===== src/rtl/seq_rec.sv =====
// Run-length recorder: samples IN each CLK and packs (value, dwell) slots into PTN
// in the pattern sequencer's layout. Optional feature macro: SEQ_REC_TRIG_EN (arm waits for IN to change).

module seq_rec_slot #(
   parameter int            W    = 6,
   parameter logic [W-1:0]  INIT = '0
)(
   input  logic         CLK,
   input  logic         RSTX,
   input  logic         clr,
   input  logic         we,
   input  logic [W-1:0] d,
   output logic [W-1:0] q
);
   always_ff @(posedge CLK or negedge RSTX) begin
      if (!RSTX)    q <= INIT;
      else if (clr) q <= INIT;
      else if (we)  q <= d;
   end
endmodule

module seq_rec #(
   parameter int                BW_SEQ     = 4,
   parameter int                SEQ_CNT    = 7,
   parameter int                BW_SEQ_CNT = 3,
   parameter int                BW_TIMEOUT = 2,
   parameter logic [BW_SEQ-1:0] RV         = '0
)(
   input  logic                                         CLK,
   input  logic                                         RSTX,
   input  logic                                         CLR,
   input  logic                                         STOP,
   input  logic [BW_SEQ-1:0]                            IN,
   output logic [(BW_SEQ+BW_TIMEOUT)*(SEQ_CNT+1)-1:0]   PTN,
   output logic [BW_SEQ_CNT:0]                          NSLOT,
   output logic                                         BUSY,
   output logic                                         DONE
);
   localparam int                      SW       = BW_SEQ + BW_TIMEOUT;
   localparam int                      NS       = SEQ_CNT + 1;
   localparam logic [BW_TIMEOUT-1:0]   DW_MAX   = {BW_TIMEOUT{1'b1}};
   localparam logic [BW_SEQ_CNT-1:0]   IDX_TOP  = BW_SEQ_CNT'(SEQ_CNT);
   localparam logic [BW_SEQ_CNT:0]     NS_MAX   = (BW_SEQ_CNT+1)'(NS);
   localparam logic [SW-1:0]           SLOT_RST = {RV, {BW_TIMEOUT{1'b0}}};

   typedef enum logic [1:0] {S_IDLE, S_ARM, S_REC, S_DONE} state_t;

   typedef struct packed {
      logic [BW_SEQ-1:0]     val;
      logic [BW_TIMEOUT-1:0] dwell;
   } slot_t;

   state_t                   state;
   logic [BW_SEQ-1:0]        cur;
   logic [BW_TIMEOUT-1:0]    dwell;
   logic [BW_SEQ_CNT-1:0]    idx;
`ifdef SEQ_REC_TRIG_EN
   logic [BW_SEQ-1:0]        trig_ref;
`endif
   logic                     close;
   slot_t                    wr_slot;
   logic [SEQ_CNT:0]         slot_we;
   logic [SEQ_CNT:0][SW-1:0] slot_q;

   // A slot closes on STOP, a value change, or a saturated dwell; CLR wins over all.
   always_comb begin
      close = 1'b0;
      if (state == S_REC && !CLR)
         close = STOP || (IN != cur) || (dwell == DW_MAX);
   end

   assign wr_slot = '{val: cur, dwell: dwell};

   always_comb begin
      slot_we = '0;
      if (close) slot_we[idx] = 1'b1;
   end

   for (genvar k = 0; k < NS; k++) begin : g_slot
      seq_rec_slot #(.W(SW), .INIT(SLOT_RST)) u_slot (
         .CLK  (CLK),
         .RSTX (RSTX),
         .clr  (CLR),
         .we   (slot_we[k]),
         .d    (wr_slot),
         .q    (slot_q[k])
      );
   end

   assign PTN = slot_q;

   always_ff @(posedge CLK or negedge RSTX) begin
      if (!RSTX) begin
         state    <= S_IDLE;
         cur      <= '0;
         dwell    <= '0;
         idx      <= IDX_TOP;
         NSLOT    <= '0;
         BUSY     <= 1'b0;
         DONE     <= 1'b0;
`ifdef SEQ_REC_TRIG_EN
         trig_ref <= '0;
`endif
      end else if (CLR) begin
         state    <= S_ARM;
         dwell    <= '0;
         idx      <= IDX_TOP;
         NSLOT    <= '0;
         BUSY     <= 1'b1;
         DONE     <= 1'b0;
`ifdef SEQ_REC_TRIG_EN
         trig_ref <= IN;
`endif
      end else begin
         case (state)
            S_ARM: begin
`ifdef SEQ_REC_TRIG_EN
               if (STOP) begin
                  state <= S_DONE;
                  BUSY  <= 1'b0;
                  DONE  <= 1'b1;
               end else if (IN != trig_ref) begin
                  cur   <= IN;
                  dwell <= '0;
                  state <= S_REC;
               end
`else
               cur   <= IN;
               dwell <= '0;
               state <= S_REC;
`endif
            end
            S_REC: begin
               if (close) begin
                  NSLOT <= (NSLOT == NS_MAX) ? NSLOT : NSLOT + 1'b1;
                  // Last slot or STOP: the sample on IN is not recorded.
                  if (STOP || idx == '0) begin
                     state <= S_DONE;
                     BUSY  <= 1'b0;
                     DONE  <= 1'b1;
                  end else begin
                     idx   <= idx - 1'b1;
                     cur   <= IN;
                     dwell <= '0;
                  end
               end else begin
                  dwell <= dwell + 1'b1;
               end
            end
            default: ;
         endcase
      end
   end
endmodule


===== config.mk =====
export PLATFORM = sky130hd
export DESIGN_NAME = seq_rec
export DESIGN_NICKNAME = d
export VERILOG_FILES = /design/src/rtl/seq_rec.sv
export SDC_FILE = /design/constraint.sdc
export NUM_CORES = 1
export LEC_CHECK = 0
export ABC_AREA = 1
export ABC_CLOCK_PERIOD_IN_PS = 3100
export CAP_MARGIN = 10
export CORE_MARGIN = 5
export CORE_UTILIZATION = 30
export CTS_CLUSTER_DIAMETER = 150
export DETAILED_ROUTE_END_ITERATION = 7
export GPL_ROUTABILITY_DRIVEN = 1
export RECOVER_POWER = 50
export SYNTH_ARGS = -nofsm -noshare
export SYNTH_HDL_FRONTEND = slang
export SYNTH_SLANG_ARGS = --single-unit

===== constraint.sdc =====
create_clock -name CLK -period 3.1 [get_ports CLK]
set_input_delay 0.465 -clock CLK [delete_from_list [all_inputs] [get_ports CLK]]
set_output_delay 0.465 -clock CLK [all_outputs]
set_load 0.005 [all_outputs]

# After elaboration in Yosys (flattened, before gate mapping)
# Cells that the tools add are included.
[word_totals]
ff_bits = 65
elab_cells = 106
inputBits = 8
[op_classes]
n_addsub = 3
n_lt_le_gt_ge = 2
muxes = 47
n_bitwise = 1
reduce_logical = 26
eq_ne = 12
[ops]
columns = ["op", "n"]
rows = [
  ["$mux W6", 16],
  ["$mux W4", 6],
  ["$reduce_bool A2 Y1", 12],
  ["$mux W2", 6],
  ["$mux W3", 4],
  ["$reduce_and A3 Y1", 4],
  ["$mux W1", 10],
  ["$mux W8", 1],
  ["$ne A2 B2 Y1 const B", 4],
  ["$pmux W2 S2", 2],
  ["$pmux W4 S2", 1],
  ["$add A4 B1 Y4 const B", 1],
  ["$eq A2 B2 Y1 const B", 2],
  ["$eq A4 B4 Y1 const B", 1],
  ["$lt A3 B4 Y1 const B", 1],
  ["$ne A4 B4 Y1", 1],
  ["$ne A4 B4 Y1 const B", 1],
  ["$reduce_and A4 Y1", 1],
  ["$demux W1 S3", 1],
  ["$ge A3 B1 Y1 const B", 1],
  ["$logic_not A3 Y1", 1],
  ["$logic_or A1 B1 Y1", 3],
  ["$ne A3 B2 Y1 const B", 1],
  ["$ne A3 B3 Y1 const B", 1],
  ["8 further kinds", 9],
]

# Longest topological paths before layout
[depth]
depth_word = 7
mapped_depth = 11
ltp_nobuf = 10

# Modules after synthesis
# From an unflattened synthesis, not the netlist that was laid out.
[hier_totals]
cells_unflattened = 355
area_unflattened_um2 = 2979.1
[modules_own_cells]
columns = ["mod", "area_per_inst_um2", "instances", "seq_area_each_um2", "cells_each"]
rows = [
  ["seq_rec_slot", 240.2, 8, 150.1, 26],
  ["seq_rec", 1057.3, 1, 429.2, 147],
]

# Worst setup path before layout
# No wires, ideal clock.
[synth_timing]
kind = "flip-flop to flip-flop"
start = "register idx[0]"
end = "register cur[0]"
setup_slack_ns = 1.211
path_stages_with_launch = 10
period_less_slack_ns = 1.889
arrival_time_ns = 1.771
setup_time_ns = 0.118
cell_sequence = "dfstp_2 > inv_1 > ha_1 > ha_1 > nor2_1 > inv_1 > o21ai_0 > nand2_2 > nand2_1 > nand2_1"
[synth_via]
elab_chain_len = 4
[synth_rtl]
columns = ["element", "line", "source"]
rows = [
  ["start: declaration", "56", "logic [BW_SEQ_CNT-1:0] idx;"],
  ["start signal: assignment", "142", "idx <= idx - 1'b1;"],
  ["$logic_not A3 Y1", "137", "if (STOP || idx == '0) begin"],
  ["$logic_or A1 B1 Y1", "137", ""],
  ["$ne A2 B2 Y1 (no source line)", "-", ""],
  ["$reduce_and A4 Y1 (no source line)", "-", ""],
  ["end signal: assignment", "95", "cur <= '0;"],
  ["end signal: assignment", "128", "cur <= IN;"],
  ["end signal: assignment", "143", "cur <= IN;"],
  ["end: declaration", "54", "logic [BW_SEQ-1:0] cur;"],
]
# No other way between the ends.
# A chain may end at the register's enable or synchronous reset.

# Worst setup path in the final report
[layout_timing]
start = "register idx[0]"
end = "register cur[1]"
# The elaborated chain is that of the path after synthesis.

==> results_dict.tcl <==
set metrics [dict create \
    r2r_slack_ns 0.80 \
    wirelength_um 7380 \
    viasPerCell 4.71 \
    cts.sinks 65 \
    fin_setup_tns_ns 0 \
    violations "capacitance limit, slew limit" \
    hpwlAfterDp_um 5090 \
    cts_buffers 9 \
    cts_buffer_depth 2 \
    max-cap-violations 1 \
    post_cts_buffers 0 \
    reg2reg_from "idx[0]$_DFFE_PN1P_" \
    antenna_found_initial 0 \
    outcome "finished, violations left" \
    powerDensity_mw_per_mm2 510 \
    drc_errors 0 \
    fmax_mhz 435 \
    synth_xor_area_share_pct 0.592 \
    avgSynthCellArea_um2 9.39 \
    slew_headroom_pct -5.85 \
    tightest_slew_ns 1.59 \
    crit_path_end_kind "flop" \
    htree_levels 3 \
    hold_ws_ns 0.484 \
    grt_pass1_wl_um 12300 \
    io_buffer_count 61 \
    insertedDiodeCount 0 \
    ys_ff_latch 65 \
    whs_path_depth 2 \
    cts.reportedPaths.clkPinSlew_ns 0.08 \
    crit_fanout 6 \
    ant_nets 0 \
    ctsHoldBuffers 0 \
    synth.area.mux_share_pct 0 \
    maxSlewViolCount 29 \
    final_core_util_pct 39.8 \
    crit_required_ns 3.34 \
    synthSimpleGateAreaFrac_pct 24.7 \
    regToRegEndpoint "cur[1]$_DFFE_PN0P_" \
    synth-seq-area-share_pct 55.1 \
    final.setup_skew_ns 0.0119 \
    pin_count 62 \
    die-area_mm2 0.0119 \
    detail_route.first_pass.iterations 4 \
    power_leakage_nw 1.79 \
    fillCellCount 985 \
    fin_crit_ns 2.30 \
    vias 2406 \
    hold_start "DONE$_DFFE_PN0P_" \
    grt_setup_unrepaired "false" \
    synth_fa_ha_area_share_pct 2.12 \
    min_to "DONE$_DFFE_PN0P_" \
    syn_nets 328 \
    critical_path_class "flop to flop" \
    setup_viol 0 \
    yosysTopAreaCell "dfrtp_1" \
    arrival_ns 2.53 \
    drive_gt1_share_pct 10.6 \
    rr_worst_depth 9 \
    fin_nets 386 \
    die_h_um 109 \
    start_kind "flop" \
    synthTopCellsByArea "dfrtp_1 (52%), nand3_1 (10%), nand2_1 (6.6%), o21ai_0 (4.6%), o21ai_1 (3.7%)" \
    grt_usage_pct 13.4 \
    synth-compound-area-share_pct 10.0 \
    die_w_um 109 \
    postLayoutCellArea_mm2 0.00385 \
    peakVddDrop_v 0.000171 \
    grt_start_max_net_pins 36 \
    cts_tree "yes" \
    netlist.area_leader.share_pct 52.5 \
    gp_congestion 0.777 \
    grt_overflow 0 \
    avgRoutedWirePerCell_um 14.4 \
    row_count 36 \
    yosysUniqueCellTypes 28 \
    post_cts_resized 0 \
    synth_area_mm2 0.00296 \
    fin_crit_sh_pct 74.2 \
    syn_to_final_growth_pct 30.2 \
    core-area_mm2 0.00968 \
    post_dp_cell_area_mm2 0.00362 \
    root_buffer "clkbuf_8" \
    grt_pass1_vias 2360 \
    syn_inst 315 \
    initial_utilization_pct 30.5 \
    synth_top_family_by_area "simple AND/OR/NAND/NOR gates" \
    worstHoldPathType "flop to flop" \
    drt_iter0_drc 130 \
    yosys_warnings 0 \
    clock_latency_ns 0.34 \
    timing_hold_violations_final 0 \
]
[routing by layer]
layer  global-route usage (%)  up-vias  wire (um)
met1                     18.5     1170       3510
met3                     3.08        6        356
met2                     20.6       53       3440
met5                        0        -          0
li1                         -     1177          -
met4                     4.81        0         76
[worst max-delay path, stage by stage, from the launching register on]
cell and delay (ns):
dfstp_2 0.59, inv_1 0.12, ha_1 0.23, ha_1 0.18, nor2_1 0.10, inv_1 0.08
o21ai_0 0.57, nand2_2 0.18, nand2_1 0.10, nand2_1 0.05
[state kept, by name, summed over array words and instances, names as in the netlist]
name	count
state	2
idx	3
dwell	2
BUSY	1
cur	4
g_slot.u_slot.q	48
DONE	1
NSLOT	4
[report_power, final]
group | total (mW) | internal (mW) | switching [mW]
Combinational | 0.199 | 0.0587 | 0.140
Clock | 0.861 | 0.535 | 0.326
Sequential | 0.904 | 0.878 | 0.0265
Total | 1.96 | 1.47 | 0.493
[Yosys cell counts]
cell / count
dfrtp_1: 62
nand3_1: 61
nand2_1: 52
o21ai_0: 27
inv_1: 22
o21ai_1: 22
nor2_1: 9
buf_4: 8
nor3_1: 7
ha_1: 5
nand3_2: 4
o21ai_2: 4
buf_2: 3
dfstp_2: 3
nor2_2: 3
a21oi_1: 2
buf_1: 2
buf_6: 2
inv_2: 2
nand2_2: 2
nand2_4: 2
nand3_4: 2
nand4_1: 2
nor3_2: 2
xor2_1: 2
a31oi_1: 1
buf_12: 1
clkbuf_1: 1
[area by class of cell]
cell class	count	area, um2	area share, %
Inverter	24	90.1	2.34
Multi-Input combinational cell	209	1110	28.8
Timing Repair Buffer	64	621	16.1
Clock inverter	5	104	2.70
Sequential cell	65	1630	42.3
Clock buffer	11	131	3.41
Tap cell	133	166	4.32
[how the worst max path moves through the flow]
stage / slack (ns) / end / depth (start not counted) / startpoint
after global placement: 0.64 / g_slot[3].u_slot.q[3]$_DFFE_PN0P_ / 5 / CLR
after global routing: 0.62 / cur[3]$_DFFE_PN0P_ / 9 / idx[0]$_DFFE_PN1P_
after detailed placement: 0.57 / g_slot[7].u_slot.q[5]$_DFFE_PN0P_ / 5 / CLR
after floorplan: 1.21 / cur[0]$_DFFE_PN0P_ / 9 / idx[0]$_DFFE_PN1P_
after CTS: 0.83 / cur[0]$_DFFE_PN0P_ / 9 / idx[0]$_DFFE_PN1P_
final: 0.80 / cur[1]$_DFFE_PN0P_ / 9 / idx[0]$_DFFE_PN1P_
[through the flow]
| step | setup WS, ns | total power, mW | instances |
|---|---|---|---|
| global placement | 0.644 | 1.12 | 495 |
| CTS | 0.826 | 1.99 | 511 |
| finish | 0.801 | 1.96 | 511 |
| detailed placement | 0.572 | 1.12 | 495 |
| global route | 0.624 | 2.06 | 511 |
| floorplan | 1.21 | 1.05 | 315 |
[cells in the final DEF, fill, tap and decap left out, types with 9 or more instances in the layout]
master / netlist / routed
o21ai_0: 27 / 27
dfrtp_1: 62 / 62
nor2_1: 9 / 9
inv_1: 22 / 22
clkdlybuf4s50_1: 0 / 33
dlygate4sd3_1: 0 / 27
o21ai_1: 22 / 22
nand3_1: 61 / 61
nand2_1: 52 / 52
clkbuf_8: 0 / 9
[cell families (layout without fill, tap and decap cells)]
| family | Yosys count | in the layout |
|---|---|---|
| flops | 65 | 65 |
| fa+ha+maj | 5 | 5 |
| xor+xnor | 2 | 2 |
| compound gates | 56 | 56 |
| buf+inv | 41 | 104 |
| simple gates | 146 | 146 |
Power figures use the tool's default switching activity.
